## config.mk

```make
export PLATFORM = sky130hd
export DESIGN_NAME = ro_pair_counter_flat
export DESIGN_NICKNAME = d
export VERILOG_FILES = /design/src/rtl/ro_pair_counter_if.sv /design/src/rtl/ro_pair_counter.sv /design/src/flat_wrapper.sv
export SDC_FILE = /design/constraint.sdc
export NUM_CORES = 1
export LEC_CHECK = 0
export CAP_MARGIN = 20
export CORE_MARGIN = 2
export CORE_UTILIZATION = 50
export CTS_CLUSTER_SIZE = 20
export DETAILED_ROUTE_END_ITERATION = 6
export GPL_TIMING_DRIVEN = 0
export PLACE_DENSITY = 0.77
export SLEW_MARGIN = 10
export SYNTH_ARGS = -nofsm -noshare
export SYNTH_HDL_FRONTEND = slang
export SYNTH_SLANG_ARGS = --single-unit
export TNS_END_PERCENT = 20
```

## constraint.sdc

```tcl
create_clock -name clk -period 3.1 [get_ports clk]
set_clock_uncertainty 0.05 [all_clocks]
set_input_delay 0.31 -clock clk [delete_from_list [all_inputs] [get_ports clk]]
set_output_delay 0.31 -clock clk [all_outputs]
set_load 0.02 [all_outputs]
```

## src/rtl/ro_pair_counter_if.sv

```systemverilog
// Control/result bundle for the ring-oscillator pair counter.
// Master requests a measurement; slave reports counts and flags.
interface ro_pair_counter_if #(
    parameter int CNT_W = 16,
    parameter int WIN_W = 16
);
    logic             start;
    logic [WIN_W-1:0] window;
    logic             busy;
    logic             done;
    logic             response;
    logic             tie;
    logic             sat;
    logic [CNT_W-1:0] count_a;
    logic [CNT_W-1:0] count_b;

    modport master (
        output start,
        output window,
        input  busy,
        input  done,
        input  response,
        input  tie,
        input  sat,
        input  count_a,
        input  count_b
    );

    modport slave (
        input  start,
        input  window,
        output busy,
        output done,
        output response,
        output tie,
        output sat,
        output count_a,
        output count_b
    );
endinterface

```

## src/rtl/ro_pair_counter.sv

```systemverilog
// Ring-oscillator pair edge counter: gates both oscillators, counts
// synchronized rising edges over a window and compares the totals.
module ro_pair_counter #(
    parameter int CNT_W  = 16,
    parameter int WIN_W  = 16,
    parameter int SETTLE = 4
) (
    input  logic clk,
    input  logic rst,
    input  logic i_ro_a_in,
    input  logic i_ro_b_in,
    output logic o_ro_enable,
    ro_pair_counter_if.slave bus
);

    localparam logic [1:0] S_IDLE   = 2'd0;
    localparam logic [1:0] S_SETTLE = 2'd1;
    localparam logic [1:0] S_COUNT  = 2'd2;
    localparam logic [1:0] S_DONE   = 2'd3;

    localparam logic [WIN_W-1:0] L_SETTLE_LAST = WIN_W'(SETTLE - 1);
    localparam logic [WIN_W-1:0] L_ONE         = WIN_W'(1);
    localparam logic [CNT_W-1:0] L_CNT_ONE     = CNT_W'(1);

    logic [1:0]       r_state;
    logic [WIN_W-1:0] r_timer;
    logic [WIN_W-1:0] r_window;
    logic [2:0]       r_sync_a;
    logic [2:0]       r_sync_b;
    logic [CNT_W-1:0] r_cnt_a;
    logic [CNT_W-1:0] r_cnt_b;
    logic             r_sat;
    logic             r_tie;
    logic             r_resp;

    logic             w_counting;
    logic             w_edge_a;
    logic             w_edge_b;
    logic             w_max_a;
    logic             w_max_b;
    logic             w_inc_a;
    logic             w_inc_b;
    logic [CNT_W-1:0] w_next_a;
    logic [CNT_W-1:0] w_next_b;
    logic             w_sat_hit;
    logic             w_settle_end;
    logic             w_count_end;

    // Bit 0 is the first capture flop; edge taken between stages 2 and 3.
    assign w_edge_a   = r_sync_a[1] & ~r_sync_a[2];
    assign w_edge_b   = r_sync_b[1] & ~r_sync_b[2];
    assign w_counting = (r_state == S_COUNT);

    assign w_max_a  = &r_cnt_a;
    assign w_max_b  = &r_cnt_b;
    assign w_inc_a  = w_counting & w_edge_a;
    assign w_inc_b  = w_counting & w_edge_b;
    assign w_next_a = (w_inc_a && !w_max_a) ? r_cnt_a + L_CNT_ONE : r_cnt_a;
    assign w_next_b = (w_inc_b && !w_max_b) ? r_cnt_b + L_CNT_ONE : r_cnt_b;
    assign w_sat_hit = (w_inc_a & w_max_a) | (w_inc_b & w_max_b);

    assign w_settle_end = (r_timer == L_SETTLE_LAST);
    assign w_count_end  = (r_timer == r_window - L_ONE);

    // Free-running synchronizers for the asynchronous oscillator lines.
    always_ff @(posedge clk) begin
        if (rst) begin
            r_sync_a <= 3'b000;
            r_sync_b <= 3'b000;
        end else begin
            r_sync_a <= {r_sync_a[1:0], i_ro_a_in};
            r_sync_b <= {r_sync_b[1:0], i_ro_b_in};
        end
    end

    // Measurement sequencer: idle, settle, count window, report.
    always_ff @(posedge clk) begin
        if (rst) begin
            r_state  <= S_IDLE;
            r_timer  <= '0;
            r_window <= '0;
        end else begin
            unique case (r_state)
                S_IDLE: begin
                    if (bus.start) begin
                        r_state  <= S_SETTLE;
                        r_timer  <= '0;
                        r_window <= bus.window;
                    end
                end
                S_SETTLE: begin
                    if (w_settle_end) begin
                        r_timer <= '0;
                        r_state <= (r_window == '0) ? S_DONE : S_COUNT;
                    end else begin
                        r_timer <= r_timer + L_ONE;
                    end
                end
                S_COUNT: begin
                    if (w_count_end) begin
                        r_timer <= '0;
                        r_state <= S_DONE;
                    end else begin
                        r_timer <= r_timer + L_ONE;
                    end
                end
                default: begin
                    r_state <= S_IDLE;
                end
            endcase
        end
    end

    // Edge counters and saturation flag; cleared when a start is accepted.
    always_ff @(posedge clk) begin
        if (rst) begin
            r_cnt_a <= '0;
            r_cnt_b <= '0;
            r_sat   <= 1'b0;
        end else if (r_state == S_IDLE && bus.start) begin
            r_cnt_a <= '0;
            r_cnt_b <= '0;
            r_sat   <= 1'b0;
        end else begin
            r_cnt_a <= w_next_a;
            r_cnt_b <= w_next_b;
            if (w_sat_hit) begin
                r_sat <= 1'b1;
            end
        end
    end

    // Comparison result captured from the final counts on entry to DONE.
    always_ff @(posedge clk) begin
        if (rst) begin
            r_tie  <= 1'b0;
            r_resp <= 1'b0;
        end else if (r_state == S_IDLE && bus.start) begin
            r_tie  <= 1'b0;
            r_resp <= 1'b0;
        end else if ((r_state == S_COUNT && w_count_end) ||
                     (r_state == S_SETTLE && w_settle_end &&
                      r_window == '0)) begin
            r_tie  <= (w_next_a == w_next_b);
            r_resp <= (w_next_a > w_next_b);
        end
    end

    assign bus.busy     = (r_state == S_SETTLE) || (r_state == S_COUNT);
    assign bus.done     = (r_state == S_DONE);
    assign o_ro_enable  = bus.busy;
    assign bus.response = r_resp;
    assign bus.tie      = r_tie;
    assign bus.sat      = r_sat;
    assign bus.count_a  = r_cnt_a;
    assign bus.count_b  = r_cnt_b;

endmodule

```

## src/flat_wrapper.sv

```systemverilog
// flat-port wrapper written by rule: the top's interface ports become plain ports
module ro_pair_counter_flat 
#(
    parameter int CNT_W  = 16,
    parameter int WIN_W  = 16,
    parameter int SETTLE = 4
)
  (clk, rst, i_ro_a_in, i_ro_b_in, o_ro_enable, bus_start, bus_window, bus_busy, bus_done, bus_response, bus_tie, bus_sat, bus_count_a, bus_count_b);
  ro_pair_counter_if #(.CNT_W(CNT_W), .WIN_W(WIN_W)) bus_i ();
  input  logic clk;
  input  logic rst;
  input  logic i_ro_a_in;
  input  logic i_ro_b_in;
  output logic o_ro_enable;
  input wire logic [$bits(bus_i.start)-1:0] bus_start;
  input wire logic [$bits(bus_i.window)-1:0] bus_window;
  output wire logic [$bits(bus_i.busy)-1:0] bus_busy;
  output wire logic [$bits(bus_i.done)-1:0] bus_done;
  output wire logic [$bits(bus_i.response)-1:0] bus_response;
  output wire logic [$bits(bus_i.tie)-1:0] bus_tie;
  output wire logic [$bits(bus_i.sat)-1:0] bus_sat;
  output wire logic [$bits(bus_i.count_a)-1:0] bus_count_a;
  output wire logic [$bits(bus_i.count_b)-1:0] bus_count_b;
  assign bus_i.start = bus_start;
  assign bus_i.window = bus_window;
  assign bus_busy = bus_i.busy;
  assign bus_done = bus_i.done;
  assign bus_response = bus_i.response;
  assign bus_tie = bus_i.tie;
  assign bus_sat = bus_i.sat;
  assign bus_count_a = bus_i.count_a;
  assign bus_count_b = bus_i.count_b;
  ro_pair_counter #(.CNT_W(CNT_W), .WIN_W(WIN_W), .SETTLE(SETTLE)) u_core (.clk(clk), .rst(rst), .i_ro_a_in(i_ro_a_in), .i_ro_b_in(i_ro_b_in), .o_ro_enable(o_ro_enable), .bus(bus_i));
endmodule
```

Word level (Yosys, flattened, before mapping)
Index checks and enable logic that the tools add are counted.
{ "word_totals": {"register_bits": 75, "latchBits": 0, "ram_bits": 0, "mem_bits_ro": 0, "input_bits": 21, "elab_cells": 63, "mem_count": 0} }
{ "op_classes": {"addsub": 4, "mul": 0, "n_div": 0, "n_lt_le_gt_ge": 1, "n_eq_ne": 9, "n_shift": 0, "n_mux": 11, "bitwise": 9, "reduce_logical": 19} }
{ "op_table": {"columns": ["op", "count"], "rows": [
  ["two-way mux 16 bit", 5],
  ["adder 16 x 1 -> 16 bit, second input constant", 3],
  ["one-hot mux 16 bit (3 select lines)", 1],
  ["== test 16 bit", 2],
  ["AND reduction 16 bit", 2],
  ["== test 16 x 2 -> 1 bit, second input constant", 1],
  ["> comparator 16 bit", 1],
  ["logical NOT 16 bit", 1],
  ["subtractor 16 x 1 -> 16 bit, second input constant", 1],
  ["bitwise AND 1 bit", 6],
  ["logical AND 1 bit", 6],
  ["two-way mux 2 bit", 3],
  ["one-hot mux 2 bit (3 select lines)", 1],
  ["== test 2 bit, second input constant", 2],
  ["inequality test 2 bit, second input constant", 2],
  ["AND reduction 2 bit", 2],
  ["AND reduction 3 bit", 1],
  ["nonzero test 3 bit", 1],
  ["== test 2 x 1 -> 1 bit, second input constant", 1],
  ["logical NOT 1 bit", 2],
  ["logical NOT 2 bit", 1],
  ["logical OR 1 bit", 2],
  ["inequality test 2 x 1 -> 1 bit, second input constant", 1],
  ["NOT 1 bit", 2],
  ["other kinds (3)", 3]
]} }

Logic depth before layout (Yosys ltp)
{ "logic_depth": {"ltp_word": 6, "depth_mapped": 16} }

Least setup slack after synthesis
OpenSTA, ideal clock, no wires.
{ "synth_timing": {"path_type": "flip-flop to flip-flop", "start": "register u_core.r_state[0]", "end": "register u_core.r_resp, in the netlist u_core.bus.response", "arrival_time_ns": 3.058, "path_slack_ns": -0.129, "path_stages_with_launch": 16, "path_buffers": 0, "synth_period_minus_slack_ns": 3.229, "cell_sequence": "dfxtp_1 > inv_1 > ha_1 > inv_1 > nor3b_1 > o41ai_4 > nor4_2 > nor2b_1 > xnor2_1 > ha_1 > nand4_1 > or2_2 > nor3_1 > nor2_1 > o21ai_0 > mux2i_1"} }
{ "synth_between": {"elab_chain_cells": 5} }
{ "synth_lines": {"columns": ["element", "line", "rtl"], "rows": [
  ["from (decl)", "ro_pair_counter.sv:25", "logic [1:0] r_state;"],
  ["from (signal assigned)", "ro_pair_counter.sv:94", "r_state <= (r_window == '0) ? S_DONE : S_COUNT;"],
  ["== test 2 bit", "ro_pair_counter.sv:52", "assign w_counting = (r_state == S_COUNT);"],
  ["bitwise AND 1 bit", "ro_pair_counter.sv:56", "assign w_inc_a = w_counting & w_edge_a;"],
  ["logical AND 1 bit", "ro_pair_counter.sv:58", "assign w_next_a = (w_inc_a && !w_max_a) ? r_cnt_a + L_CNT_ONE : r_cnt_a;"],
  ["two-way mux 16 bit", "ro_pair_counter.sv:58", null],
  ["net u_core.w_next_a[15]", "ro_pair_counter.sv:43", "logic [CNT_W-1:0] w_next_a;"],
  ["> comparator 16 bit", "ro_pair_counter.sv:145", "r_resp <= (w_next_a > w_next_b);"],
  ["to (signal assigned)", "ro_pair_counter.sv:145", null],
  ["to (decl)", "ro_pair_counter.sv:34", "logic r_resp;"]
]} }
The timed path passes the listed nets, and every way through them passes these cells.
A chain may end at the register's enable or synchronous reset.

Worst setup path in the final report
Ends and elaborated chain as after synthesis.

==> results.sh <==
export IMPL_status="finished, final reports clean"
export IMPL_ant_nets=0
export IMPL_clock_latency_ns=0.35
export IMPL_crit_fanout=5
export IMPL_coreArea_um2=8593
export IMPL_p_sw_share_pct=35.62
export IMPL_drtPass1Iterations=7
export IMPL_p_total_w=0.002990
export IMPL_cts_hold_buf=0
export IMPL_mostFrequentLayoutCells="dfxtp_1 (67), nand2_1 (66), clkdlybuf4s50_1 (58)"
export IMPL_yosysWarnings=0
export IMPL_rr_startpoint="u_core.r_state[0]"
export IMPL_slowest_delay_ns=0.37
export IMPL_path_depth=17
export IMPL_initial_core_util_pct=50.92
export IMPL_avgViaCountPerCell=5.777
export IMPL_p_int_w=0.001925
export IMPL_drtIter0Drc=239
export IMPL_diodes=0
export IMPL_final_nets=661
export IMPL_path_cells="inv_4, ha_4, inv_6, nor3b_4, o41ai_4, buf_4, nor4_4, buf_4, nand2_1, xnor2_1, ha_1, a21o_1, a21o_1, a21oi_1, o21ai_0, o21ai_1, mux2i_1"
export IMPL_postSynthNetCount=579
export IMPL_synth_edf_count=0
export IMPL_wl_per_cell_um=15.82
export IMPL_hp_class="reg2reg"
export IMPL_finalHoldViolCount=0
export IMPL_row_count=34
export IMPL_p_seq_share_pct=36.9
export IMPL_cts_sinks=75
export IMPL_setup_viol=0
export IMPL_hold_path_startpoint="u_core.r_sync_b[0]"
export IMPL_vdd_ir_drop_max_v=0.0005323
export IMPL_dr_wl_met3_um=532
export IMPL_endpoint_kind="flip-flop"
export IMPL_p_leak_nw=2.137
export IMPL_p_clk_share_pct=28.9
export IMPL_grt_pass1_vias=4168
export IMPL_hold_path_cell_count=1
export IMPL_p_sw_w=0.001065
export IMPL_grt_max_degree=13
export IMPL_cp_slowest_cell="dfxtp_4"
export IMPL_netlist_area_um2=4375
export IMPL_num_vias=4206
export IMPL_cts_tree="built"
export IMPL_rsz0062_at_grt="true"
export IMPL_numCtsBuffers=9
export IMPL_synth_cell_type_count=54
export IMPL_max_cap_violations=0
export IMPL_cts_buffer_depth=2
export IMPL_dieArea_um2=9515
export IMPL_reg2reg_depth=17
export IMPL_wirelength_met1_um=5138
export IMPL_netlist_top_cells_area="dfxtp_1 (34%), ha_1 (7.1%), nand2_1 (5.7%)"
export IMPL_path_clk_slew_ns=0.08
export IMPL_antenna_found_initial=0
export IMPL_crit_family="compound AO/OA/AOI/OAI gates"
export IMPL_synth_top_cell_area_share_pct=34.32
export IMPL_critPathRequiredTime_ns=3.29
export IMPL_period_needed_ns=3.087
export IMPL_io_buffers=58
export IMPL_htreeDepth=3
export IMPL_start_kind="flip-flop"
export IMPL_routed_top_layer="met4"
export IMPL_slew_headroom_pct=55.51
export IMPL_fp_dieW_um=97.55
export IMPL_drive_above_1_share_pct=11.94
export IMPL_drcViolationCount=0
export IMPL_grt_first_pass_wirelength_um=19170
export IMPL_post_route_util_pct=65.00
export IMPL_totalWireLength_um=11520
export IMPL_max_freq_ghz=0.3240
export IMPL_tightest_slew_ns=0.6648
export IMPL_timing_worst_setup_path_type="reg2reg"
export IMPL_area_delta_synth_final_pct=27.65
export IMPL_hpwlAfterDp_um=8037
export IMPL_layout_commonest_cell="dfxtp_1"
export IMPL_p_per_area_nw_per_um2=535.2
export IMPL_combPwrFrac_pct=34.1
export IMPL_synth_top_cell_by_area="dfxtp_1"
export IMPL_grtUsageTotal_pct=24.11
export IMPL_startpoint="u_core.r_state[0]"
export IMPL_routabilityCongestion=0.8502
export IMPL_avgSynthCellArea_um2=8.209
export IMPL_synthCells=533
export IMPL_die_h_um=97.55
export IMPL_synthArstFlopShare_pct=0
export IMPL_wl_met2_um=5616
export IMPL_ios=59
export IMPL_crit_arrival_ns=3.28
export IMPL_finalMaxSlewViolations=0
export IMPL_period_share_pct=99.57
export IMPL_critPathBufInv=4
export IMPL_ys_seq_area_share_pct=34.32
export IMPL_root_buffer="clkbuf_8"
export IMPL_synth_seq_cells=75
export IMPL_synth_main_ff_cell="dfxtp_1"
export IMPL_grt_overflow_total=0
-- metrics by stage --
stage                     std cells  hold WS (ns)  instance area, um^2  setup slack, ns  TNS (ns)
after floorplan                 533        0.3638                 4380         0.004122         0
after global placement          699        0.3689                 5096          -0.5427   -0.9850
after detailed placement        699        0.3826                 5096          -0.6068    -1.288
after CTS                       722        0.4009                 5480         -0.02112  -0.02112
after global routing            728        0.4171                 5585          -0.1873   -0.3273
final                           728        0.3945                 5585          0.01334         0
-- power by group through the flow --
stage | sequential, W | combinational [W] | clock [W]
floorplan | 0.00109 | 0.000696 | 0
global placement | 0.00111 | 0.000894 | 0
detailed placement | 0.00111 | 0.000935 | 0
CTS | 0.00109 | 0.000960 | 0.000869
global route | 0.00111 | 0.00110 | 0.000913
finish | 0.00110 | 0.00102 | 0.000864
-- sequential cells by signal, indices dropped and copies added (netlist names) --
name and count:
u_core.bus.count_a 16, u_core.bus.count_b 16, u_core.r_timer 16, u_core.r_window 16, u_core.r_sync_a 3, u_core.r_sync_b 3, u_core.r_state 2, u_core.bus.response 1
u_core.bus.sat 1, u_core.bus.tie 1
-- final timing paths --
check,end,slack [ns]
min reg2reg,u_core.r_sync_b[1],0.39
max,u_core.bus.response,0.01
min,u_core.r_sync_b[1],0.39
max reg2reg,u_core.bus.response,0.01
-- area by class of cell --
cell class	instances	area, um^2
buffer	23	95.09
timing repair buffer	73	693.2
sequential	75	1524
fill	701	3008
multi-input combinational	413	2829
clock buffer	11	151.4
inverter	20	82.58
clock inverter	5	75.07
tap	108	135.1
-- routing by layer --
| metal | vias to the layer above | track usage, % |
|---|---|---|
| li1 | 2026 | - |
| met1 | 2015 | 31.11 |
| met2 | 134 | 40.53 |
| met3 | 31 | 3.741 |
| met4 | 0 | 9.295 |
| met5 | - | 0 |
-- cell families (layout without fill, tap and decap cells) --
logic type	after synthesis	in the layout	share of synthesized area, %
simple gates	241	241	28.25
compound gates	85	85	13.50
flops	75	75	34.32
xor+xnor	54	54	10.81
buf+inv	45	132	4.060
fa+ha+maj	25	25	7.149
mux	8	8	1.916
-- synth_stat cells, drive strengths merged (7+ instances only) --
cell and n:
clkbuf 21, xnor2 27, a22oi 7, nor4 7
o211ai 18, nand3 23, nor3 17, xor2 27
a21oi 24, inv 20, dfxtp 75, and2 21
nand2 66, nor2b 10, o21ai 13, nand4 16
nor2 49, ha 25
-- repair_timing --
action                                  in CTS  in global routing
resized for setup                           28                 15
endpoints found under the hold margin        0                  0
setup buffers                                8                  7
cloned                                       0                  0
pin swaps                                    7                 12
endpoints found under the setup margin       9                 20
Note: power is estimated with default switching activity, not from simulation.
